--- src/rtl/rv32_ctrl_pkg.sv ---
// -----------------------------------------------------------------------------
// rv32_ctrl_pkg
// Shared definitions for the RV32IM decode stage:
//   - major opcode and funct7 constants
//   - ALU opcode and immediate-format constants
//   - ctrl_t, the registered control bundle handed to EX
//   - helpers mapping funct3 to ALU opcodes and classifying DIV-class ops
// -----------------------------------------------------------------------------
package rv32_ctrl_pkg;

  // Major opcodes
  localparam logic [6:0] OPC_OP     = 7'b0110011;
  localparam logic [6:0] OPC_OP_IMM = 7'b0010011;
  localparam logic [6:0] OPC_LOAD   = 7'b0000011;
  localparam logic [6:0] OPC_STORE  = 7'b0100011;
  localparam logic [6:0] OPC_BRANCH = 7'b1100011;
  localparam logic [6:0] OPC_JAL    = 7'b1101111;
  localparam logic [6:0] OPC_JALR   = 7'b1100111;
  localparam logic [6:0] OPC_LUI    = 7'b0110111;
  localparam logic [6:0] OPC_AUIPC  = 7'b0010111;

  // funct7 groups
  localparam logic [6:0] F7_BASE   = 7'b0000000;
  localparam logic [6:0] F7_ALT    = 7'b0100000;
  localparam logic [6:0] F7_MULDIV = 7'b0000001;

  // ALU opcodes
  localparam logic [4:0] ALU_ADD    = 5'b00000;
  localparam logic [4:0] ALU_SUB    = 5'b00001;
  localparam logic [4:0] ALU_OR     = 5'b00010;
  localparam logic [4:0] ALU_XOR    = 5'b00011;
  localparam logic [4:0] ALU_AND    = 5'b00100;
  localparam logic [4:0] ALU_SRL    = 5'b00101;
  localparam logic [4:0] ALU_SLL    = 5'b00110;
  localparam logic [4:0] ALU_SRA    = 5'b00111;
  localparam logic [4:0] ALU_MUL    = 5'b01000;
  localparam logic [4:0] ALU_MULH   = 5'b01001;
  localparam logic [4:0] ALU_MULHU  = 5'b01010;
  localparam logic [4:0] ALU_MULHSU = 5'b01011;
  localparam logic [4:0] ALU_DIV    = 5'b01100;
  localparam logic [4:0] ALU_DIVU   = 5'b01101;
  localparam logic [4:0] ALU_REM    = 5'b01110;
  localparam logic [4:0] ALU_REMU   = 5'b01111;
  localparam logic [4:0] ALU_SLT    = 5'b10000;
  localparam logic [4:0] ALU_LUI    = 5'b10001;
  localparam logic [4:0] ALU_SLTU   = 5'b10010;

  // Immediate formats
  localparam logic [2:0] IMM_I = 3'b000;
  localparam logic [2:0] IMM_S = 3'b001;
  localparam logic [2:0] IMM_J = 3'b010;
  localparam logic [2:0] IMM_U = 3'b011;
  localparam logic [2:0] IMM_B = 3'b100;

  // Control bundle held in the ID/EX register
  typedef struct packed {
    logic [4:0] alu_op;
    logic [2:0] imm_type;
    logic       write_enable;
    logic       mem_read;
    logic       mem_write;
    logic       jump_and_link;
    logic       imm_select;
    logic       offset_gen;
    logic       branch;
    logic       jump;
    logic       illegal;
  } ctrl_t;

  // funct3 -> ALU opcode for the funct7=0000000 group (also ADDI..ANDI)
  function automatic logic [4:0] alu_base_op(input logic [2:0] f3);
    logic [4:0] op;
    case (f3)
      3'b000:  op = ALU_ADD;
      3'b001:  op = ALU_SLL;
      3'b010:  op = ALU_SLT;
      3'b011:  op = ALU_SLTU;
      3'b100:  op = ALU_XOR;
      3'b101:  op = ALU_SRL;
      3'b110:  op = ALU_OR;
      3'b111:  op = ALU_AND;
      default: op = ALU_ADD;
    endcase
    return op;
  endfunction

  // funct3 -> ALU opcode for the M extension group
  function automatic logic [4:0] muldiv_op(input logic [2:0] f3);
    logic [4:0] op;
    case (f3)
      3'b000:  op = ALU_MUL;
      3'b001:  op = ALU_MULH;
      3'b010:  op = ALU_MULHSU;
      3'b011:  op = ALU_MULHU;
      3'b100:  op = ALU_DIV;
      3'b101:  op = ALU_DIVU;
      3'b110:  op = ALU_REM;
      3'b111:  op = ALU_REMU;
      default: op = ALU_MUL;
    endcase
    return op;
  endfunction

  // DIV/DIVU/REM/REMU occupy the codes 01100..01111
  function automatic logic is_div_class(input logic [4:0] op);
    return (op[4:2] == 3'b011);
  endfunction

endpackage

--- src/rtl/decode_ctrl_pipe_if.sv ---
// -----------------------------------------------------------------------------
// decode_ctrl_pipe_if
// Bundles the IF-side handshake, the EX-side handshake and the registered
// control outputs of the decode stage.
//   master : upstream/downstream environment (drives IF offer, FLUSH, EX_READY)
//   slave  : the decode stage itself
// -----------------------------------------------------------------------------
interface decode_ctrl_pipe_if #(
  parameter int XLEN    = 32,
  parameter int ALUOP_W = 5
);
  logic               IF_VALID;
  logic [31:0]        INSTRUCTION;
  logic [XLEN-1:0]    PC;
  logic               ID_READY;
  logic               FLUSH;
  logic               EX_READY;
  logic               EX_VALID;
  logic [XLEN-1:0]    EX_PC;
  logic [4:0]         EX_RD;
  logic [4:0]         EX_RS1;
  logic [4:0]         EX_RS2;
  logic [2:0]         EX_FUNCT3;
  logic [ALUOP_W-1:0] EX_ALU_OPCODE;
  logic [2:0]         EX_IMMEDIATE_TYPE;
  logic               EX_WRITE_ENABLE;
  logic               EX_MEM_READ;
  logic               EX_MEM_WRITE;
  logic               EX_JUMP_AND_LINK;
  logic               EX_IMMEDIATE_SELECT;
  logic               EX_OFFSET_GENERATOR;
  logic               EX_BRANCH;
  logic               EX_JUMP;
  logic               EX_ILLEGAL;
  logic               MDIV_BUSY;

  modport master (
    output IF_VALID, INSTRUCTION, PC, FLUSH, EX_READY,
    input  ID_READY, EX_VALID, EX_PC, EX_RD, EX_RS1, EX_RS2, EX_FUNCT3,
           EX_ALU_OPCODE, EX_IMMEDIATE_TYPE, EX_WRITE_ENABLE, EX_MEM_READ,
           EX_MEM_WRITE, EX_JUMP_AND_LINK, EX_IMMEDIATE_SELECT,
           EX_OFFSET_GENERATOR, EX_BRANCH, EX_JUMP, EX_ILLEGAL, MDIV_BUSY
  );

  modport slave (
    input  IF_VALID, INSTRUCTION, PC, FLUSH, EX_READY,
    output ID_READY, EX_VALID, EX_PC, EX_RD, EX_RS1, EX_RS2, EX_FUNCT3,
           EX_ALU_OPCODE, EX_IMMEDIATE_TYPE, EX_WRITE_ENABLE, EX_MEM_READ,
           EX_MEM_WRITE, EX_JUMP_AND_LINK, EX_IMMEDIATE_SELECT,
           EX_OFFSET_GENERATOR, EX_BRANCH, EX_JUMP, EX_ILLEGAL, MDIV_BUSY
  );
endinterface

--- src/rtl/rv32_decode_comb.sv ---
// -----------------------------------------------------------------------------
// rv32_decode_comb
// Purely combinational RV32IM decoder.
//   i_instr     : instruction word
//   o_ctrl      : control bundle (ALU op, immediate format, flags)
//   o_rs1_used  : instruction reads rs1
//   o_rs2_used  : instruction reads rs2
//   o_rd/o_rs1/o_rs2/o_funct3 : raw register index and funct3 fields
// Build option: DECODE_ILLEGAL_TRAP_EN -- when defined, undecodable words set
// o_ctrl.illegal; otherwise they decode as a plain NOP.
// -----------------------------------------------------------------------------
module rv32_decode_comb
  import rv32_ctrl_pkg::*;
(
  input  logic [31:0] i_instr,
  output ctrl_t       o_ctrl,
  output logic        o_rs1_used,
  output logic        o_rs2_used,
  output logic [4:0]  o_rd,
  output logic [4:0]  o_rs1,
  output logic [4:0]  o_rs2,
  output logic [2:0]  o_funct3
);

  logic [6:0] w_opcode;
  logic [6:0] w_funct7;
  logic       w_legal;

  assign w_opcode = i_instr[6:0];
  assign o_rd     = i_instr[11:7];
  assign o_funct3 = i_instr[14:12];
  assign o_rs1    = i_instr[19:15];
  assign o_rs2    = i_instr[24:20];
  assign w_funct7 = i_instr[31:25];

  // Opcode/funct decode into the control bundle and operand-usage flags
  always_comb begin
    o_ctrl     = '0;
    o_rs1_used = 1'b0;
    o_rs2_used = 1'b0;
    w_legal    = 1'b1;
    case (w_opcode)
      OPC_OP: begin
        o_ctrl.write_enable = 1'b1;
        o_rs1_used          = 1'b1;
        o_rs2_used          = 1'b1;
        case (w_funct7)
          F7_BASE:   o_ctrl.alu_op = alu_base_op(o_funct3);
          F7_MULDIV: o_ctrl.alu_op = muldiv_op(o_funct3);
          F7_ALT: begin
            case (o_funct3)
              3'b000:  o_ctrl.alu_op = ALU_SUB;
              3'b101:  o_ctrl.alu_op = ALU_SRA;
              default: w_legal = 1'b0;
            endcase
          end
          default: w_legal = 1'b0;
        endcase
      end
      OPC_OP_IMM: begin
        o_ctrl.write_enable = 1'b1;
        o_ctrl.imm_select   = 1'b1;
        o_ctrl.imm_type     = IMM_I;
        o_rs1_used          = 1'b1;
        case (o_funct3)
          3'b001: begin
            // Shift-immediates carry a funct7 that must be exact
            o_ctrl.alu_op = ALU_SLL;
            w_legal       = (w_funct7 == F7_BASE);
          end
          3'b101: begin
            case (w_funct7)
              F7_BASE: o_ctrl.alu_op = ALU_SRL;
              F7_ALT:  o_ctrl.alu_op = ALU_SRA;
              default: w_legal = 1'b0;
            endcase
          end
          default: o_ctrl.alu_op = alu_base_op(o_funct3);
        endcase
      end
      OPC_LOAD: begin
        o_ctrl.write_enable = 1'b1;
        o_ctrl.mem_read     = 1'b1;
        o_ctrl.imm_select   = 1'b1;
        o_ctrl.imm_type     = IMM_I;
        o_rs1_used          = 1'b1;
        case (o_funct3)
          3'b000, 3'b001, 3'b010, 3'b100, 3'b101: w_legal = 1'b1;
          default:                                w_legal = 1'b0;
        endcase
      end
      OPC_STORE: begin
        o_ctrl.mem_write  = 1'b1;
        o_ctrl.imm_select = 1'b1;
        o_ctrl.imm_type   = IMM_S;
        o_rs1_used        = 1'b1;
        o_rs2_used        = 1'b1;
        case (o_funct3)
          3'b000, 3'b001, 3'b010: w_legal = 1'b1;
          default:                w_legal = 1'b0;
        endcase
      end
      OPC_BRANCH: begin
        o_ctrl.branch     = 1'b1;
        o_ctrl.offset_gen = 1'b1;
        o_ctrl.imm_select = 1'b1;
        o_ctrl.imm_type   = IMM_B;
        o_rs1_used        = 1'b1;
        o_rs2_used        = 1'b1;
        case (o_funct3)
          3'b010, 3'b011: w_legal = 1'b0;
          default:        w_legal = 1'b1;
        endcase
      end
      OPC_JAL: begin
        o_ctrl.jump          = 1'b1;
        o_ctrl.jump_and_link = 1'b1;
        o_ctrl.offset_gen    = 1'b1;
        o_ctrl.write_enable  = 1'b1;
        o_ctrl.imm_type      = IMM_J;
      end
      OPC_JALR: begin
        o_ctrl.jump          = 1'b1;
        o_ctrl.jump_and_link = 1'b1;
        o_ctrl.write_enable  = 1'b1;
        o_ctrl.imm_select    = 1'b1;
        o_ctrl.imm_type      = IMM_I;
        o_rs1_used           = 1'b1;
        w_legal              = (o_funct3 == 3'b000);
      end
      OPC_LUI: begin
        o_ctrl.alu_op       = ALU_LUI;
        o_ctrl.write_enable = 1'b1;
        o_ctrl.imm_select   = 1'b1;
        o_ctrl.imm_type     = IMM_U;
      end
      OPC_AUIPC: begin
        o_ctrl.offset_gen   = 1'b1;
        o_ctrl.write_enable = 1'b1;
        o_ctrl.imm_select   = 1'b1;
        o_ctrl.imm_type     = IMM_U;
      end
      default: w_legal = 1'b0;
    endcase

    if (!w_legal) begin
      // Undecodable: all side effects suppressed; no operands read
      o_ctrl     = '0;
      o_rs1_used = 1'b0;
      o_rs2_used = 1'b0;
`ifdef DECODE_ILLEGAL_TRAP_EN
      o_ctrl.illegal = 1'b1;
`else
      o_ctrl.illegal = 1'b0;
`endif
    end else begin
      // x0 is never written
      o_ctrl.write_enable = o_ctrl.write_enable & (o_rd != 5'd0);
    end
  end

endmodule

--- src/rtl/decode_ctrl_pipe.sv ---
// -----------------------------------------------------------------------------
// decode_ctrl_pipe
// Registered RV32IM instruction-decode stage between IF/ID and EX.
// Ports:
//   CLK    : clock, rising edge
//   RESET  : asynchronous active-low reset
//   bus    : decode_ctrl_pipe_if.slave
//            in : IF_VALID, INSTRUCTION, PC, FLUSH, EX_READY
//            out: ID_READY, EX_VALID, EX_PC, EX_RD/RS1/RS2, EX_FUNCT3,
//                 EX_ALU_OPCODE, EX_IMMEDIATE_TYPE, control flags,
//                 EX_ILLEGAL, MDIV_BUSY
// Parameters: XLEN, ALUOP_W, MDIV_LATENCY (0 disables the DIV issue block).
// Build option: DECODE_ILLEGAL_TRAP_EN (illegal-instruction trap flag).
// -----------------------------------------------------------------------------
module decode_ctrl_pipe
  import rv32_ctrl_pkg::*;
#(
  parameter int XLEN         = 32,
  parameter int ALUOP_W      = 5,
  parameter int MDIV_LATENCY = 4
) (
  input logic              CLK,
  input logic              RESET,
  decode_ctrl_pipe_if.slave bus
);

  localparam int CNT_W = (MDIV_LATENCY < 1) ? 1 : $clog2(MDIV_LATENCY + 1);

  ctrl_t            w_ctrl;
  logic             w_rs1_used;
  logic             w_rs2_used;
  logic [4:0]       w_rd;
  logic [4:0]       w_rs1;
  logic [4:0]       w_rs2;
  logic [2:0]       w_funct3;
  logic             w_hazard;
  logic             w_ready;
  logic             w_accept;
  logic             w_div_issue;

  logic             r_valid;
  logic [XLEN-1:0]  r_pc;
  logic [4:0]       r_rd;
  logic [4:0]       r_rs1;
  logic [4:0]       r_rs2;
  logic [2:0]       r_funct3;
  ctrl_t            r_ctrl;
  logic [CNT_W-1:0] r_cnt;

  rv32_decode_comb u_decode (
    .i_instr    (bus.INSTRUCTION),
    .o_ctrl     (w_ctrl),
    .o_rs1_used (w_rs1_used),
    .o_rs2_used (w_rs2_used),
    .o_rd       (w_rd),
    .o_rs1      (w_rs1),
    .o_rs2      (w_rs2),
    .o_funct3   (w_funct3)
  );

  // Load in EX whose destination feeds an operand of the offered instruction
  assign w_hazard = r_valid & r_ctrl.mem_read & (r_rd != 5'd0) &
                    ((w_rs1_used & (r_rd == w_rs1)) |
                     (w_rs2_used & (r_rd == w_rs2)));

  // RESET term keeps ready low during reset without waiting for a clock
  assign w_ready = RESET & (~r_valid | bus.EX_READY) & ~w_hazard &
                   (r_cnt == {CNT_W{1'b0}}) & ~bus.FLUSH;

  assign w_accept    = bus.IF_VALID & w_ready;
  assign w_div_issue = r_valid & bus.EX_READY & is_div_class(r_ctrl.alu_op);

  // ID/EX output register: flush > accept > drain (bubble) > hold
  always_ff @(posedge CLK or negedge RESET) begin
    if (!RESET) begin
      r_valid  <= 1'b0;
      r_pc     <= {XLEN{1'b0}};
      r_rd     <= 5'd0;
      r_rs1    <= 5'd0;
      r_rs2    <= 5'd0;
      r_funct3 <= 3'd0;
      r_ctrl   <= '0;
    end else if (bus.FLUSH) begin
      r_valid <= 1'b0;
    end else if (w_accept) begin
      r_valid  <= 1'b1;
      r_pc     <= bus.PC;
      r_rd     <= w_rd;
      r_rs1    <= w_rs1;
      r_rs2    <= w_rs2;
      r_funct3 <= w_funct3;
      r_ctrl   <= w_ctrl;
    end else if (bus.EX_READY) begin
      r_valid <= 1'b0;
    end else begin
      r_valid <= r_valid;
    end
  end

  // DIV-class issue-block counter, armed when EX takes a divide
  always_ff @(posedge CLK or negedge RESET) begin
    if (!RESET) begin
      r_cnt <= {CNT_W{1'b0}};
    end else if (bus.FLUSH) begin
      r_cnt <= {CNT_W{1'b0}};
    end else if (w_div_issue) begin
      r_cnt <= CNT_W'(MDIV_LATENCY);
    end else if (r_cnt != {CNT_W{1'b0}}) begin
      r_cnt <= r_cnt - CNT_W'(1);
    end else begin
      r_cnt <= r_cnt;
    end
  end

  assign bus.ID_READY            = w_ready;
  assign bus.EX_VALID            = r_valid;
  assign bus.EX_PC               = r_pc;
  assign bus.EX_RD               = r_rd;
  assign bus.EX_RS1              = r_rs1;
  assign bus.EX_RS2              = r_rs2;
  assign bus.EX_FUNCT3           = r_funct3;
  assign bus.EX_ALU_OPCODE       = ALUOP_W'(r_ctrl.alu_op);
  assign bus.EX_IMMEDIATE_TYPE   = r_ctrl.imm_type;
  assign bus.EX_WRITE_ENABLE     = r_ctrl.write_enable;
  assign bus.EX_MEM_READ         = r_ctrl.mem_read;
  assign bus.EX_MEM_WRITE        = r_ctrl.mem_write;
  assign bus.EX_JUMP_AND_LINK    = r_ctrl.jump_and_link;
  assign bus.EX_IMMEDIATE_SELECT = r_ctrl.imm_select;
  assign bus.EX_OFFSET_GENERATOR = r_ctrl.offset_gen;
  assign bus.EX_BRANCH           = r_ctrl.branch;
  assign bus.EX_JUMP             = r_ctrl.jump;
  assign bus.EX_ILLEGAL          = r_ctrl.illegal;
  assign bus.MDIV_BUSY           = (r_cnt != {CNT_W{1'b0}});

endmodule

--- src/flat_wrapper.sv ---
// flat-port wrapper written by rule: the top's interface ports become plain ports
module decode_ctrl_pipe_flat import rv32_ctrl_pkg::*;
#(
  parameter int XLEN         = 32,
  parameter int ALUOP_W      = 5,
  parameter int MDIV_LATENCY = 4
)
  (CLK, RESET, bus_IF_VALID, bus_INSTRUCTION, bus_PC, bus_FLUSH, bus_EX_READY, bus_ID_READY, bus_EX_VALID, bus_EX_PC, bus_EX_RD, bus_EX_RS1, bus_EX_RS2, bus_EX_FUNCT3, bus_EX_ALU_OPCODE, bus_EX_IMMEDIATE_TYPE, bus_EX_WRITE_ENABLE, bus_EX_MEM_READ, bus_EX_MEM_WRITE, bus_EX_JUMP_AND_LINK, bus_EX_IMMEDIATE_SELECT, bus_EX_OFFSET_GENERATOR, bus_EX_BRANCH, bus_EX_JUMP, bus_EX_ILLEGAL, bus_MDIV_BUSY);
  decode_ctrl_pipe_if #(.XLEN(XLEN), .ALUOP_W(ALUOP_W)) bus_i ();
  input logic CLK;
  input logic RESET;
  input wire logic [$bits(bus_i.IF_VALID)-1:0] bus_IF_VALID;
  input wire logic [$bits(bus_i.INSTRUCTION)-1:0] bus_INSTRUCTION;
  input wire logic [$bits(bus_i.PC)-1:0] bus_PC;
  input wire logic [$bits(bus_i.FLUSH)-1:0] bus_FLUSH;
  input wire logic [$bits(bus_i.EX_READY)-1:0] bus_EX_READY;
  output wire logic [$bits(bus_i.ID_READY)-1:0] bus_ID_READY;
  output wire logic [$bits(bus_i.EX_VALID)-1:0] bus_EX_VALID;
  output wire logic [$bits(bus_i.EX_PC)-1:0] bus_EX_PC;
  output wire logic [$bits(bus_i.EX_RD)-1:0] bus_EX_RD;
  output wire logic [$bits(bus_i.EX_RS1)-1:0] bus_EX_RS1;
  output wire logic [$bits(bus_i.EX_RS2)-1:0] bus_EX_RS2;
  output wire logic [$bits(bus_i.EX_FUNCT3)-1:0] bus_EX_FUNCT3;
  output wire logic [$bits(bus_i.EX_ALU_OPCODE)-1:0] bus_EX_ALU_OPCODE;
  output wire logic [$bits(bus_i.EX_IMMEDIATE_TYPE)-1:0] bus_EX_IMMEDIATE_TYPE;
  output wire logic [$bits(bus_i.EX_WRITE_ENABLE)-1:0] bus_EX_WRITE_ENABLE;
  output wire logic [$bits(bus_i.EX_MEM_READ)-1:0] bus_EX_MEM_READ;
  output wire logic [$bits(bus_i.EX_MEM_WRITE)-1:0] bus_EX_MEM_WRITE;
  output wire logic [$bits(bus_i.EX_JUMP_AND_LINK)-1:0] bus_EX_JUMP_AND_LINK;
  output wire logic [$bits(bus_i.EX_IMMEDIATE_SELECT)-1:0] bus_EX_IMMEDIATE_SELECT;
  output wire logic [$bits(bus_i.EX_OFFSET_GENERATOR)-1:0] bus_EX_OFFSET_GENERATOR;
  output wire logic [$bits(bus_i.EX_BRANCH)-1:0] bus_EX_BRANCH;
  output wire logic [$bits(bus_i.EX_JUMP)-1:0] bus_EX_JUMP;
  output wire logic [$bits(bus_i.EX_ILLEGAL)-1:0] bus_EX_ILLEGAL;
  output wire logic [$bits(bus_i.MDIV_BUSY)-1:0] bus_MDIV_BUSY;
  assign bus_i.IF_VALID = bus_IF_VALID;
  assign bus_i.INSTRUCTION = bus_INSTRUCTION;
  assign bus_i.PC = bus_PC;
  assign bus_i.FLUSH = bus_FLUSH;
  assign bus_i.EX_READY = bus_EX_READY;
  assign bus_ID_READY = bus_i.ID_READY;
  assign bus_EX_VALID = bus_i.EX_VALID;
  assign bus_EX_PC = bus_i.EX_PC;
  assign bus_EX_RD = bus_i.EX_RD;
  assign bus_EX_RS1 = bus_i.EX_RS1;
  assign bus_EX_RS2 = bus_i.EX_RS2;
  assign bus_EX_FUNCT3 = bus_i.EX_FUNCT3;
  assign bus_EX_ALU_OPCODE = bus_i.EX_ALU_OPCODE;
  assign bus_EX_IMMEDIATE_TYPE = bus_i.EX_IMMEDIATE_TYPE;
  assign bus_EX_WRITE_ENABLE = bus_i.EX_WRITE_ENABLE;
  assign bus_EX_MEM_READ = bus_i.EX_MEM_READ;
  assign bus_EX_MEM_WRITE = bus_i.EX_MEM_WRITE;
  assign bus_EX_JUMP_AND_LINK = bus_i.EX_JUMP_AND_LINK;
  assign bus_EX_IMMEDIATE_SELECT = bus_i.EX_IMMEDIATE_SELECT;
  assign bus_EX_OFFSET_GENERATOR = bus_i.EX_OFFSET_GENERATOR;
  assign bus_EX_BRANCH = bus_i.EX_BRANCH;
  assign bus_EX_JUMP = bus_i.EX_JUMP;
  assign bus_EX_ILLEGAL = bus_i.EX_ILLEGAL;
  assign bus_MDIV_BUSY = bus_i.MDIV_BUSY;
  decode_ctrl_pipe #(.XLEN(XLEN), .ALUOP_W(ALUOP_W), .MDIV_LATENCY(MDIV_LATENCY)) u_core (.CLK(CLK), .RESET(RESET), .bus(bus_i));
endmodule
--- config.mk ---
export PLATFORM = sky130hd
export DESIGN_NAME = decode_ctrl_pipe_flat
export DESIGN_NICKNAME = d
export VERILOG_FILES = /design/src/rtl/rv32_ctrl_pkg.sv /design/src/rtl/decode_ctrl_pipe_if.sv /design/src/rtl/rv32_decode_comb.sv /design/src/rtl/decode_ctrl_pipe.sv /design/src/flat_wrapper.sv
export SDC_FILE = /design/constraint.sdc
export NUM_CORES = 1
export LEC_CHECK = 0
export BUFFER_PORTS_ARGS = -buffer_cell sky130_fd_sc_hd__clkbuf_2
export CAP_MARGIN = 20
export CORE_MARGIN = 1.5
export CORE_UTILIZATION = 40
export CTS_BUF_LIST = sky130_fd_sc_hd__clkbuf_16
export DETAILED_ROUTE_END_ITERATION = 10
export GPL_TIMING_DRIVEN = 0
export PLACE_DENSITY_LB_ADDON = 0.05
export SLEW_MARGIN = 40
export SYNTH_ARGS = -nofsm -noshare
export SYNTH_HDL_FRONTEND = slang
export SYNTH_SLANG_ARGS = --single-unit
--- constraint.sdc ---
create_clock -name CLK -period 2.3 [get_ports CLK]
set_input_delay 0.23 -clock CLK [delete_from_list [all_inputs] [get_ports CLK]]
set_output_delay 0.23 -clock CLK [all_outputs]
set_load 0.01 [all_outputs]
==> metrics.log, run 1 <==
INFO  metric run_status = finished clean
INFO  metric crit_buf_inv = 5
INFO  metric yosysSeqAreaShare = 46.5%
INFO  metric pwr-share-comb = 35.8%
INFO  metric min_period = 2.18 ns
INFO  metric vdd_ir_drop_max = 585 uV
INFO  metric dp_slack = -0.595 ns
INFO  metric critical_path.reg2reg.startpoint = u_core.r_cnt[0]
INFO  metric worst_path_class_setup = primary input to register
INFO  metric global_route_wire_length_before_repair = 14000 um
INFO  metric area_grow_syn2layout = 35.8%
INFO  metric synth_edf_count = 0
INFO  metric numCtsBuffers = 9
INFO  metric worst_slack = 0.116 ns
INFO  metric clock.fmax = 0.458 GHz
INFO  metric drive_above_1_share = 53.6%
INFO  metric drv_cap = 0
INFO  metric totalNegativeSetupSlack = 0 ns
INFO  metric worst_skew_pair_latency = 0.32 ns
INFO  metric critical_path.max_stage_delay = 0.30 ns
INFO  metric unrepaired_setup_endpoints_after_global_routing = false
INFO  metric arrival = 2.39 ns
INFO  metric yosys.area_share.xor_xnor = 2.60%
INFO  metric clkTransAtPathRegs = 0.05 ns
INFO  metric initial_utilization = 41.9%
INFO  metric syn_inst = 295
INFO  metric grt.overflow.total = 0
INFO  metric synth_compound_area_share = 9.54%
INFO  metric utilization = 56.9%
INFO  metric timing.clock.skew = 0.0104 ns
INFO  metric p_int = 3740 uW
INFO  metric cp_slowest_cell = sky130_fd_sc_hd__mux2_4
INFO  metric p_switching = 1630 uW
INFO  metric detail_route.iter0.violations = 58
INFO  metric cts_root_buf = sky130_fd_sc_hd__clkbuf_16
INFO  metric setup_viol = 0
INFO  metric timing_worst_slew_pin_value = 0.590 ns
INFO  metric most_area_consuming_cells_after_synthesis = sky130_fd_sc_hd__dfrtp_1 (47%), sky130_fd_sc_hd__mux2_4 (16%), sky130_fd_sc_hd__mux2_2 (5.2%)
INFO  metric final_hold_viol_count = 0
INFO  metric viasPerCell = 5.06
INFO  metric synth_fa_ha_area_share = 2.02%
INFO  metric buffers_added_on_ports = 135
INFO  metric worst_r2r_endpoint = u_core.bus.EX_PC[15]
INFO  metric syn_area_per_cell = 12.6 um^2
INFO  metric post_synth_and_or_nand_nor_area_fraction = 12.1%
INFO  metric path_max_fanout = 10
INFO  metric worst-r2r-setup-slack = 0.15 ns
INFO  metric cp_cell_sequence = clkbuf_2 -> clkbuf_4 -> inv_1 -> ha_2 -> nor3_2 -> and4b_1 -> nor2_2 -> nand4b_4 -> a21oi_4 -> buf_12 -> buf_8 -> mux2_4
INFO  metric clock-sinks = 69
INFO  metric critical_path_required = 2.51 ns
INFO  metric dieArea = 0.00986 mm^2
INFO  metric place.detailed.hpwl = 6620 um
INFO  metric synthMuxAreaShare = 22.7%
INFO  metric power.clock.fraction = 26.8%
INFO  metric routed_wire_length_per_instance = 15.4 um
INFO  metric finalMaxSlewViolations = 0
INFO  metric synth_top_cell_by_area = sky130_fd_sc_hd__dfrtp_1
INFO  metric drc = 0
INFO  metric grt_antenna_before_repair = 0
INFO  metric synth.net_count = 370
INFO  metric core_region_area = 0.00885 mm^2
INFO  metric largest_family_of_logic_cells_by_synthesized_area = multiplexers
INFO  metric tritoncts = yes
INFO  metric worstSetupStartpointType = primary input
INFO  metric holdCritPathClass = primary input to asynchronous set/reset pin
INFO  metric ys_dominant_reg_cell = sky130_fd_sc_hd__dfrtp_1
INFO  metric synth-warning-count = 0
INFO  metric timing.critical_path.to_type = register
INFO  metric place_congestion = 0.899
INFO  metric synth.ff_latch_count = 69
INFO  metric die_w = 99.3 um
INFO  metric async_reset_ff_share = 100%
INFO  metric first_global_vias = 2822
INFO  metric post_detailed_routing_wire_length = 8650 um
INFO  metric cell_leakage_power = 0.00246 uW
INFO  metric yosysTopAreaCellShare = 46.5%
INFO  metric power.share.sequential = 37.3%
INFO  metric grtUsageTotal = 18.2%
INFO  metric switching_share = 30.4%
INFO  metric relative_slew_slack = 60.5%
INFO  metric final.period_utilization = 95.0%
INFO  metric placement_rows = 34
INFO  metric final_cells = 563
INFO  metric antenna-diode-count = 0
INFO  metric die_height = 99.3 um
INFO  metric via_count = 2846
INFO  metric placedCellCount = 539
INFO  metric path_depth = 12
INFO  metric drtAntennaViolNets = 0
INFO  metric syn_area = 0.00371 mm^2
INFO  metric synth_cell_type_count = 57
INFO  metric grt_max_degree = 46
INFO  metric finish.net_count = 525
INFO  metric clockBufferDepth = 2
INFO  metric critPathTopFamily = simple AND/OR/NAND/NOR gates
INFO  metric rr_worst_depth = 9
INFO  metric cts_max_level = 3
INFO  metric drt_pre_antenna_iters = 4
INFO  metric power-per-cell-area = 1070 mW/mm^2
INFO  metric design_power_total = 5370 uW
INFO  metric floorplan.io_pins = 139
==> registers in the layout, indices dropped and copies added (netlist names) <==
| name | cells |
|---|---|
| u_core.bus.EX_RD | 5 |
| u_core.bus.EX_JUMP_AND_LINK | 1 |
| u_core.bus.EX_WRITE_ENABLE | 1 |
| u_core.bus.EX_IMMEDIATE_TYPE | 3 |
| u_core.bus.EX_MEM_READ | 1 |
| u_core.bus.EX_IMMEDIATE_SELECT | 1 |
| u_core.bus.EX_MEM_WRITE | 1 |
| u_core.bus.EX_RS2 | 5 |
| u_core.bus.EX_OFFSET_GENERATOR | 1 |
| u_core.r_cnt | 3 |
| u_core.bus.EX_BRANCH | 1 |
| u_core.bus.EX_PC | 32 |
| u_core.bus.EX_VALID | 1 |
| u_core.bus.EX_ALU_OPCODE | 5 |
| u_core.bus.EX_RS1 | 5 |
| u_core.bus.EX_FUNCT3 | 3 |
==> routing by layer <==
layer	vias to the layer above	part of all wire, %	GRT usage, %
met1	1359	47	25.0
met4	0	0.98	4.98
li1	1386	-	-
met3	7	6.1	4.92
met2	94	46	28.6
met5	-	0	0
==> final cells by class <==
cell class / count / area, um^2
Fill cell: 799 / 3810
Clock inverter: 7 / 88.8
Multi-Input combinational cell: 201 / 1860
Sequential cell: 69 / 1730
Buffer: 18 / 159
Clock buffer: 9 / 225
Inverter: 7 / 26.3
Timing Repair Buffer: 144 / 817
Tap cell: 108 / 135
==> worst max-delay path by stage <==
stage / startpoint / endpoint / slack [ns]
2_1_floorplan: bus_INSTRUCTION[12] / u_core.bus.EX_ALU_OPCODE[4] / 0.003
3_3_place_gp: RESET / u_core.bus.EX_RD[4] / -1.34
3_5_place_dp: bus_INSTRUCTION[13] / u_core.bus.EX_PC[28] / -0.60
4_1_cts: u_core.r_cnt[0] / u_core.bus.EX_RD[1] / 0.02
5_1_grt: bus_INSTRUCTION[12] / u_core.bus.EX_PC[8] / 0.004
6_report: bus_INSTRUCTION[12] / u_core.bus.EX_PC[15] / 0.12
==> per-stage QoR <==
stage	area, um^2	hold slack [ns]
after floorplan	3720	-0.0656
after global placement	4530	0.461
after detailed placement	4560	0.132
after CTS	4990	0.0137
after global routing	5040	0.0224
final	5040	0.0136
==> Yosys cell counts, types with 2 or more instances <==
| master | number |
|---|---|
| sky130_fd_sc_hd__or3_1 | 2 |
| sky130_fd_sc_hd__nor3b_1 | 2 |
| sky130_fd_sc_hd__nor3_1 | 8 |
| sky130_fd_sc_hd__nand4_1 | 2 |
| sky130_fd_sc_hd__dfrtp_1 | 69 |
| sky130_fd_sc_hd__or4_1 | 2 |
| sky130_fd_sc_hd__ha_1 | 6 |
| sky130_fd_sc_hd__a32o_1 | 5 |
| sky130_fd_sc_hd__nand2b_1 | 3 |
| sky130_fd_sc_hd__xor2_1 | 3 |
| sky130_fd_sc_hd__and2_1 | 2 |
| sky130_fd_sc_hd__mux2_4 | 40 |
| sky130_fd_sc_hd__o21ai_0 | 9 |
| sky130_fd_sc_hd__clkbuf_1 | 8 |
| sky130_fd_sc_hd__nand3b_1 | 2 |
| sky130_fd_sc_hd__and4b_1 | 2 |
| sky130_fd_sc_hd__a211oi_1 | 3 |
| sky130_fd_sc_hd__inv_1 | 7 |
| sky130_fd_sc_hd__mux2_2 | 17 |
| sky130_fd_sc_hd__mux2i_1 | 4 |
| sky130_fd_sc_hd__o211ai_1 | 3 |
| sky130_fd_sc_hd__buf_4 | 4 |
| sky130_fd_sc_hd__a22o_1 | 3 |
| sky130_fd_sc_hd__nor2_1 | 20 |
| sky130_fd_sc_hd__buf_8 | 4 |
| sky130_fd_sc_hd__xnor2_1 | 8 |
| sky130_fd_sc_hd__a21oi_1 | 9 |
| sky130_fd_sc_hd__nor2b_1 | 5 |
| sky130_fd_sc_hd__a2111oi_0 | 2 |
| sky130_fd_sc_hd__o21a_1 | 2 |
| sky130_fd_sc_hd__and3b_1 | 2 |
| sky130_fd_sc_hd__nand3_1 | 6 |
| sky130_fd_sc_hd__nand2_1 | 7 |
==> worst reg2reg max path, cell delays in order (launching register included) <==
cell	delay, ns
sky130_fd_sc_hd__dfrtp_1	0.38
sky130_fd_sc_hd__inv_1	0.08
sky130_fd_sc_hd__ha_1	0.18
sky130_fd_sc_hd__nand2b_2	0.12
sky130_fd_sc_hd__nor4b_4	0.37
sky130_fd_sc_hd__nand2_2	0.14
sky130_fd_sc_hd__a21oi_4	0.15
sky130_fd_sc_hd__buf_12	0.15
sky130_fd_sc_hd__buf_8	0.16
sky130_fd_sc_hd__mux2_4	0.30
==> power groups by stage <==
stage	Clock [uW]	Combinational, uW	Sequential [uW]
4_1_cts	1480	1930	2010
6_report	1440	1920	2000
2_1_floorplan	0	964	2200
3_5_place_dp	0	1900	2020
5_1_grt	1530	2100	2080
3_3_place_gp	0	1860	2010
==> what timing repair did <==
action / CTS / global route
resized for setup: 4 / 16
hold endpoints to repair: 24 / 0
hold buffers: 3 / 0
setup endpoints to repair: 64 / 62
pin swaps: 3 / 5
setup buffers: 4 / 1
==> layout by cell type (no fill, tap or decap), drive strengths merged, types with 6 or more instances in the layout <==
cell type,count
nor3,8
dfrtp,69
mux2,58
ha,6
a21oi,10
nand3,6
nor2,20
o21ai,9
inv,8
buf,19
clkbuf,152
nand2,7
xnor2,8
==> logic make-up (layout without fill, tap and decap cells) <==
family,after synthesis,after routing
buf+inv,25,185
mux,62,62
xor+xnor,11,11
fa+ha+maj,6,6
simple gates,74,74
compound gates,47,47
flops,69,69
other cells,1,1
Power figures use the tool's default switching activity.
==> inputs of run 2 (changes only) <==
- PLACE_DENSITY: unset -> 0.78
- PLACE_DENSITY_LB_ADDON: 0.05 -> unset
==> metrics.log, run 2 (same netlist as run 1, synthesis figures left out) <==
INFO  metric run_status = finished with violations
INFO  metric violations = negative hold slack
INFO  metric viasPerCell = 5.19 (+2.7%)
INFO  metric place_congestion = 0.865 (-3.8%)
INFO  metric critical_path_required = 2.51 ns (about the same)
INFO  metric buffers_added_on_ports = 135 (unchanged)
INFO  metric holdCritPathClass = primary input to asynchronous set/reset pin
INFO  metric rr_worst_depth = 9 (unchanged)
INFO  metric place.detailed.hpwl = 6670 um (+0.74%)
INFO  metric final.period_utilization = 96.1% (+1.1 points)
INFO  metric worst_slack = 0.0897 ns (-0.0262 ns)
INFO  metric cts_max_level = 3 (unchanged)
INFO  metric die_height = 99.3 um (unchanged)
INFO  metric placedCellCount = 538 (-0.19%)
INFO  metric cts_root_buf = sky130_fd_sc_hd__clkbuf_16
INFO  metric finish.net_count = 521 (-0.76%)
INFO  metric timing_worst_slew_pin_value = 0.553 ns (-0.0367 ns)
INFO  metric worst_skew_pair_latency = 0.33 ns (about the same)
INFO  metric timing.critical_path.to_type = register
INFO  metric grt.overflow.total = 0 (unchanged)
INFO  metric timing.clock.skew = 0.00762 ns (-0.00279 ns)
INFO  metric dieArea = 0.00986 mm^2 (unchanged)
INFO  metric final_cells = 559 (-0.71%)
INFO  metric via_count = 2901 (+1.9%)
INFO  metric path_max_fanout = 10 (unchanged)
INFO  metric clkTransAtPathRegs = 0.06 ns (about the same)
INFO  metric grtUsageTotal = 18.6% (+0.38 points)
INFO  metric cp_cell_sequence = clkbuf_2 -> inv_2 -> ha_1 -> buf_2 -> mux2i_1 -> o21ai_0 -> a22oi_2 -> nand4b_4 -> a21oi_4 -> buf_12 -> buf_12 -> mux2_4
INFO  metric critical_path.max_stage_delay = 0.32 ns (+0.02 ns)
INFO  metric drv_cap = 0 (unchanged)
INFO  metric initial_utilization = 41.9% (unchanged)
INFO  metric utilization = 56.2% (-0.74 points)
INFO  metric finalHoldWorstSlack = -0.113 ns (-0.126 ns)
INFO  metric area_grow_syn2layout = 34.0%
INFO  metric drtAntennaViolNets = 0 (unchanged)
INFO  metric design_power_total = 5340 uW (-0.44%)
INFO  metric antenna-diode-count = 0 (unchanged)
INFO  metric vdd_ir_drop_max = 677 uV (+16%)
INFO  metric die_w = 99.3 um (unchanged)
INFO  metric floorplan.io_pins = 139 (unchanged)
INFO  metric min_period = 2.21 ns (+0.0262 ns)
INFO  metric core_region_area = 0.00885 mm^2 (unchanged)
INFO  metric drt_pre_antenna_iters = 5 (+1)
INFO  metric largest_register_ffs = 32 (unchanged)
INFO  metric layout_commonest_cell = sky130_fd_sc_hd__clkbuf_2
INFO  metric clock-sinks = 69 (unchanged)
INFO  metric grt_antenna_before_repair = 0 (unchanged)
INFO  metric worstSetupStartpointType = primary input
INFO  metric final_hold_viol_count = 69 (+69)
INFO  metric critical_path.most_common_cell = sky130_fd_sc_hd__buf_12
INFO  metric tritoncts = yes
INFO  metric arrival = 2.42 ns (+0.03 ns)
INFO  metric cp_slowest_cell = sky130_fd_sc_hd__a22oi_2
INFO  metric post_detailed_routing_wire_length = 8920 um (+3.1%)
INFO  metric finalMaxSlewViolations = 0 (unchanged)
INFO  metric setup_viol = 0 (unchanged)
INFO  metric detail_route.iter0.violations = 87 (+50%)
INFO  metric placement_rows = 34 (unchanged)
INFO  metric global_route_wire_length_before_repair = 14400 um (+2.9%)
INFO  metric clockBufferDepth = 2 (unchanged)
INFO  metric power-per-cell-area = 1080 mW/mm^2 (+0.86%)
INFO  metric first_global_vias = 2912 (+3.2%)
INFO  metric cell_leakage_power = 0.00241 uW (-1.8%)
INFO  metric routed_wire_length_per_instance = 16.0 um (+3.9%)
INFO  metric grt_max_degree = 71 (+54%)
INFO  metric numCtsBuffers = 9 (unchanged)
INFO  metric drive_above_1_share = 54.1% (+0.48 points)
INFO  metric layout_common_cells = sky130_fd_sc_hd__clkbuf_2 (134), sky130_fd_sc_hd__dfrtp_1 (68), sky130_fd_sc_hd__mux2_4 (40), sky130_fd_sc_hd__nor2_1 (18), sky130_fd_sc_hd__mux2_2 (17)
INFO  metric dp_slack = -0.647 ns (-0.0516 ns)
INFO  metric clock.fmax = 0.452 GHz (-1.2%)
INFO  metric worst_path_class_setup = primary input to register
INFO  metric relative_slew_slack = 63.1% (+2.6 points)
INFO  metric drc = 0 (unchanged)
==> run 2: through the flow <==
| step | TNS (ns) | hold WS [ns] | area [um^2] |
|---|---|---|---|
| 4_1_cts | 0 | -0.0718 | 4890 |
| 3_5_place_dp | -34.89 | 0.276 | 4540 |
| 6_report | 0 | -0.113 | 4970 |
| 3_3_place_gp | -83.20 | 0.461 | 4530 |
| 2_1_floorplan | 0 | -0.0656 | 3720 |
| 5_1_grt | -0.0289 | -0.0545 | 4970 |
==> run 2: routing by layer <==
metal | global-route usage, % | vias to the layer above | share of wire (%)
li1 | - | 1373 | -
met1 | 25.3 | 1396 | 45
met2 | 29.7 | 124 | 47
met3 | 4.57 | 8 | 7.2
met4 | 5.42 | 0 | 1.2
met5 | 0 | - | 0
==> run 2: area by class of cell <==
class	count	area, um^2
Fill cell	759	3880
Multi-Input combinational cell	201	1890
Sequential cell	69	1730
Timing Repair Buffer	140	734
Clock buffer	9	225
Buffer	18	165
Tap cell	108	135
Clock inverter	7	67.6
Inverter	7	26.3
==> run 2: what timing repair did <==
item | 4_1_cts | 5_1_grt
setup buffers | 4 | 1
setup endpoints to repair | 67 | 63
endpoints found under the hold margin | 69 | 69
pin swaps | 3 | 7
resized for setup | 7 | 17
==> run 2: critical path: cells and delay by family <==
kind	cells	cell delay, ns
AO/OA/AOI/OAI	3	0.62
adder cells (fa/ha/maj)	1	0.19
buffers and inverters	5	0.74
AND/OR/NAND/NOR	1	0.19
multiplexers	2	0.44
==> run 2: report_power, final <==
group	total [uW]	internal (uW)	switching [uW]
registers	2020	1690	325
clock network	1360	833	528
logic	1970	1120	852
==> run 2: final timing paths <==
check	startpoint	to	slack, ns
worst max-delay path	bus_INSTRUCTION[13]	u_core.bus.EX_RD[3]	0.09
worst min-delay path	RESET	u_core.bus.EX_ALU_OPCODE[3]	-0.11
worst max register to register	u_core.r_cnt[0]	u_core.bus.EX_RD[3]	0.11
worst min register to register	u_core.bus.EX_RS2[4]	u_core.bus.EX_RS2[4]	0.49
max in group asynchronous	RESET	u_core.bus.EX_RD[4]	1.97
min in group CLK	bus_PC[22]	u_core.bus.EX_PC[22]	0.13
==> inputs of run 3 (changes only) <==
- REMOVE_ABC_BUFFERS: unset -> 1
==> metrics.log, run 3 (same netlist as run 1, synthesis figures left out) <==
INFO  metric final.period_utilization = 95.1% (-1.0 points)
INFO  metric worst_path_class_setup = primary input to register
INFO  metric antenna-diode-count = 0 (unchanged)
INFO  metric critical_path.max_stage_delay = 0.35 ns (+0.03 ns)
INFO  metric dieArea = 0.00986 mm^2 (unchanged)
INFO  metric grt_antenna_before_repair = 0 (unchanged)
INFO  metric drc = 0 (unchanged)
INFO  metric post_detailed_routing_wire_length = 8710 um (-2.4%)
INFO  metric vdd_ir_drop_max = 694 uV (+2.5%)
INFO  metric grt_max_degree = 71 (unchanged)
INFO  metric critPathTopFamily = compound AO/OA/AOI/OAI gates
INFO  metric initial_utilization = 41.9% (unchanged)
INFO  metric layout_common_cells = sky130_fd_sc_hd__clkbuf_2 (135), sky130_fd_sc_hd__dfrtp_1 (69), sky130_fd_sc_hd__mux2_4 (40), sky130_fd_sc_hd__nor2_1 (19), sky130_fd_sc_hd__mux2_2 (17)
INFO  metric final_hold_viol_count = 69 (unchanged)
INFO  metric place_congestion = 0.857 (-0.86%)
INFO  metric dp_slack = -0.874 ns (-0.227 ns)
INFO  metric totalNegativeSetupSlack = 0 ns (unchanged)
INFO  metric holdCritPathClass = primary input to asynchronous set/reset pin
INFO  metric drv_cap = 0 (unchanged)
INFO  metric grtUsageTotal = 18.1% (-0.48 points)
INFO  metric largest_register_ffs = 32 (unchanged)
INFO  metric violations = negative hold slack
INFO  metric worst_skew_pair_latency = 0.33 ns (about the same)
INFO  metric area_grow_syn2layout = 31.5%
INFO  metric worst_slack = 0.113 ns (+0.0236 ns)
INFO  metric relative_slew_slack = 62.7% (-0.44 points)
INFO  metric cp_slowest_cell = sky130_fd_sc_hd__mux2_2
INFO  metric clockBufferDepth = 2 (unchanged)
INFO  metric timing.critical_path.to_type = register
INFO  metric drt_pre_antenna_iters = 4 (-1)
INFO  metric crit_buf_inv = 4 (-1)
INFO  metric tritoncts = yes
INFO  metric place.detailed.hpwl = 6420 um (-3.7%)
INFO  metric path_max_fanout = 11 (+1)
INFO  metric drive_above_1_share = 53.7% (-0.36 points)
INFO  metric floorplan.io_pins = 139 (unchanged)
INFO  metric finish.net_count = 511 (-1.9%)
INFO  metric critical_path_required = 2.51 ns (about the same)
INFO  metric cell_leakage_power = 0.00239 uW (-1.1%)
INFO  metric via_count = 2843 (-2.0%)
INFO  metric cts_root_buf = sky130_fd_sc_hd__clkbuf_16
INFO  metric worstSetupStartpointType = primary input
INFO  metric cp_cell_sequence = clkbuf_2 -> inv_1 -> ha_2 -> mux2i_1 -> o21ai_0 -> a22oi_2 -> nand4b_4 -> a21oi_4 -> buf_6 -> buf_8 -> mux2_2
INFO  metric clkTransAtPathRegs = 0.06 ns (about the same)
INFO  metric layout_commonest_cell = sky130_fd_sc_hd__clkbuf_2
INFO  metric cts_max_level = 3 (unchanged)
INFO  metric run_status = finished with violations
INFO  metric placement_rows = 34 (unchanged)
INFO  metric buffers_added_on_ports = 137 (+1.5%)
INFO  metric finalMaxSlewViolations = 0 (unchanged)
INFO  metric power-per-cell-area = 1090 mW/mm^2 (+1.4%)
INFO  metric drtAntennaViolNets = 0 (unchanged)
INFO  metric rr_worst_depth = 9 (unchanged)
INFO  metric die_height = 99.3 um (unchanged)
INFO  metric global_route_wire_length_before_repair = 14200 um (-1.7%)
INFO  metric numCtsBuffers = 9 (unchanged)
INFO  metric timing_worst_slew_pin_value = 0.558 ns (+0.00453 ns)
INFO  metric timing.clock.skew = 0.00474 ns (-0.00288 ns)
INFO  metric arrival = 2.39 ns (-0.03 ns)
INFO  metric finalHoldWorstSlack = -0.117 ns (-0.00410 ns)
INFO  metric setup_viol = 0 (unchanged)
INFO  metric clock.fmax = 0.457 GHz (+1.1%)
INFO  metric routed_wire_length_per_instance = 15.9 um (-0.58%)
INFO  metric min_period = 2.19 ns (-0.0236 ns)
INFO  metric grt.overflow.total = 0 (unchanged)
INFO  metric die_w = 99.3 um (unchanged)
INFO  metric core_region_area = 0.00885 mm^2 (unchanged)
INFO  metric detail_route.iter0.violations = 70 (-20%)
INFO  metric path_depth = 11 (-1)
INFO  metric clock-sinks = 69 (unchanged)
INFO  metric first_global_vias = 2912 (unchanged)
INFO  metric viasPerCell = 5.18 (-0.21%)
run 3: changes by cell type in the layout (fill, tap and decap cells not counted), moves of 2 or more:
cell	previous run	this run
sky130_fd_sc_hd__clkinvlp_4	2	0
sky130_fd_sc_hd__ha_2	1	3
sky130_fd_sc_hd__buf_2	2	0
sky130_fd_sc_hd__clkbuf_1	6	0
sky130_fd_sc_hd__buf_12	5	1
sky130_fd_sc_hd__inv_6	0	2
run 3: area by class of cell:
cell class,count,area (um^2)
clock buffer,9,225
fill,783,3970
sequential,69,1730
clock inverter,7,73.8
timing repair buffer,148,823
inverter,7,26.3
multi-input combinational,201,1870
tap,108,135
run 3: worst paths after layout:
path	from	to	slack, ns
min reg2reg	u_core.bus.EX_IMMEDIATE_SELECT	u_core.bus.EX_IMMEDIATE_SELECT	0.50
min in group CLK	bus_PC[14]	u_core.bus.EX_PC[14]	0.13
max in group asynchronous	RESET	u_core.bus.EX_FUNCT3[2]	2.00
max	bus_INSTRUCTION[13]	u_core.bus.EX_PC[17]	0.11
min	RESET	u_core.r_cnt[2]	-0.12
max reg2reg	u_core.r_cnt[0]	u_core.bus.EX_PC[17]	0.13
run 3: through the flow:
step | std cells | hold slack (ns) | instance area, um^2 | util [%] | power (uW)
floorplan | 277 | -0.0656 | 3570 | - | 3120
global placement | 522 | 0.457 | 4390 | 49.7 | 3810
detailed placement | 526 | 0.277 | 4470 | 50.5 | 3920
CTS | 547 | -0.0817 | 4830 | 54.6 | 5360
global route | 549 | -0.0700 | 4880 | 55.1 | 5650
finish | 549 | -0.117 | 4880 | 55.1 | 5320
run 3: what timing repair did:
| action | 4_1_cts | 5_1_grt |
|---|---|---|
| setup endpoints to repair | 51 | 58 |
| gates cloned | 0 | 0 |
| pin swaps | 2 | 6 |
| resized for setup | 9 | 8 |
| setup buffers | 6 | 2 |
| endpoints found under the hold margin | 69 | 69 |
run 3: per-layer routing:
metal | track usage, % | wire length (um) | up-vias
met3 | 4.43 | 553 | 12
met2 | 29.7 | 4270 | 106
met1 | 23.3 | 3770 | 1373
li1 | - | - | 1352
met5 | 0 | 0 | -
met4 | 6.72 | 124 | 0
run 3: worst reg2reg max path, cell delays in order (launching register included):
cell and delay [ns]:
sky130_fd_sc_hd__dfrtp_1 0.38, sky130_fd_sc_hd__inv_1 0.09, sky130_fd_sc_hd__ha_2 0.21, sky130_fd_sc_hd__nand2b_4 0.09, sky130_fd_sc_hd__nor4b_4 0.31, sky130_fd_sc_hd__nand2_2 0.13
sky130_fd_sc_hd__a21oi_4 0.20, sky130_fd_sc_hd__buf_6 0.14, sky130_fd_sc_hd__buf_8 0.15, sky130_fd_sc_hd__mux2_2 0.36
run 3: report_power, final:
part,switching [uW],internal (uW),total [uW]
sequential,329,1690,2020
combinational,836,1090,1930
clock,529,844,1370
total,1700,3630,5320
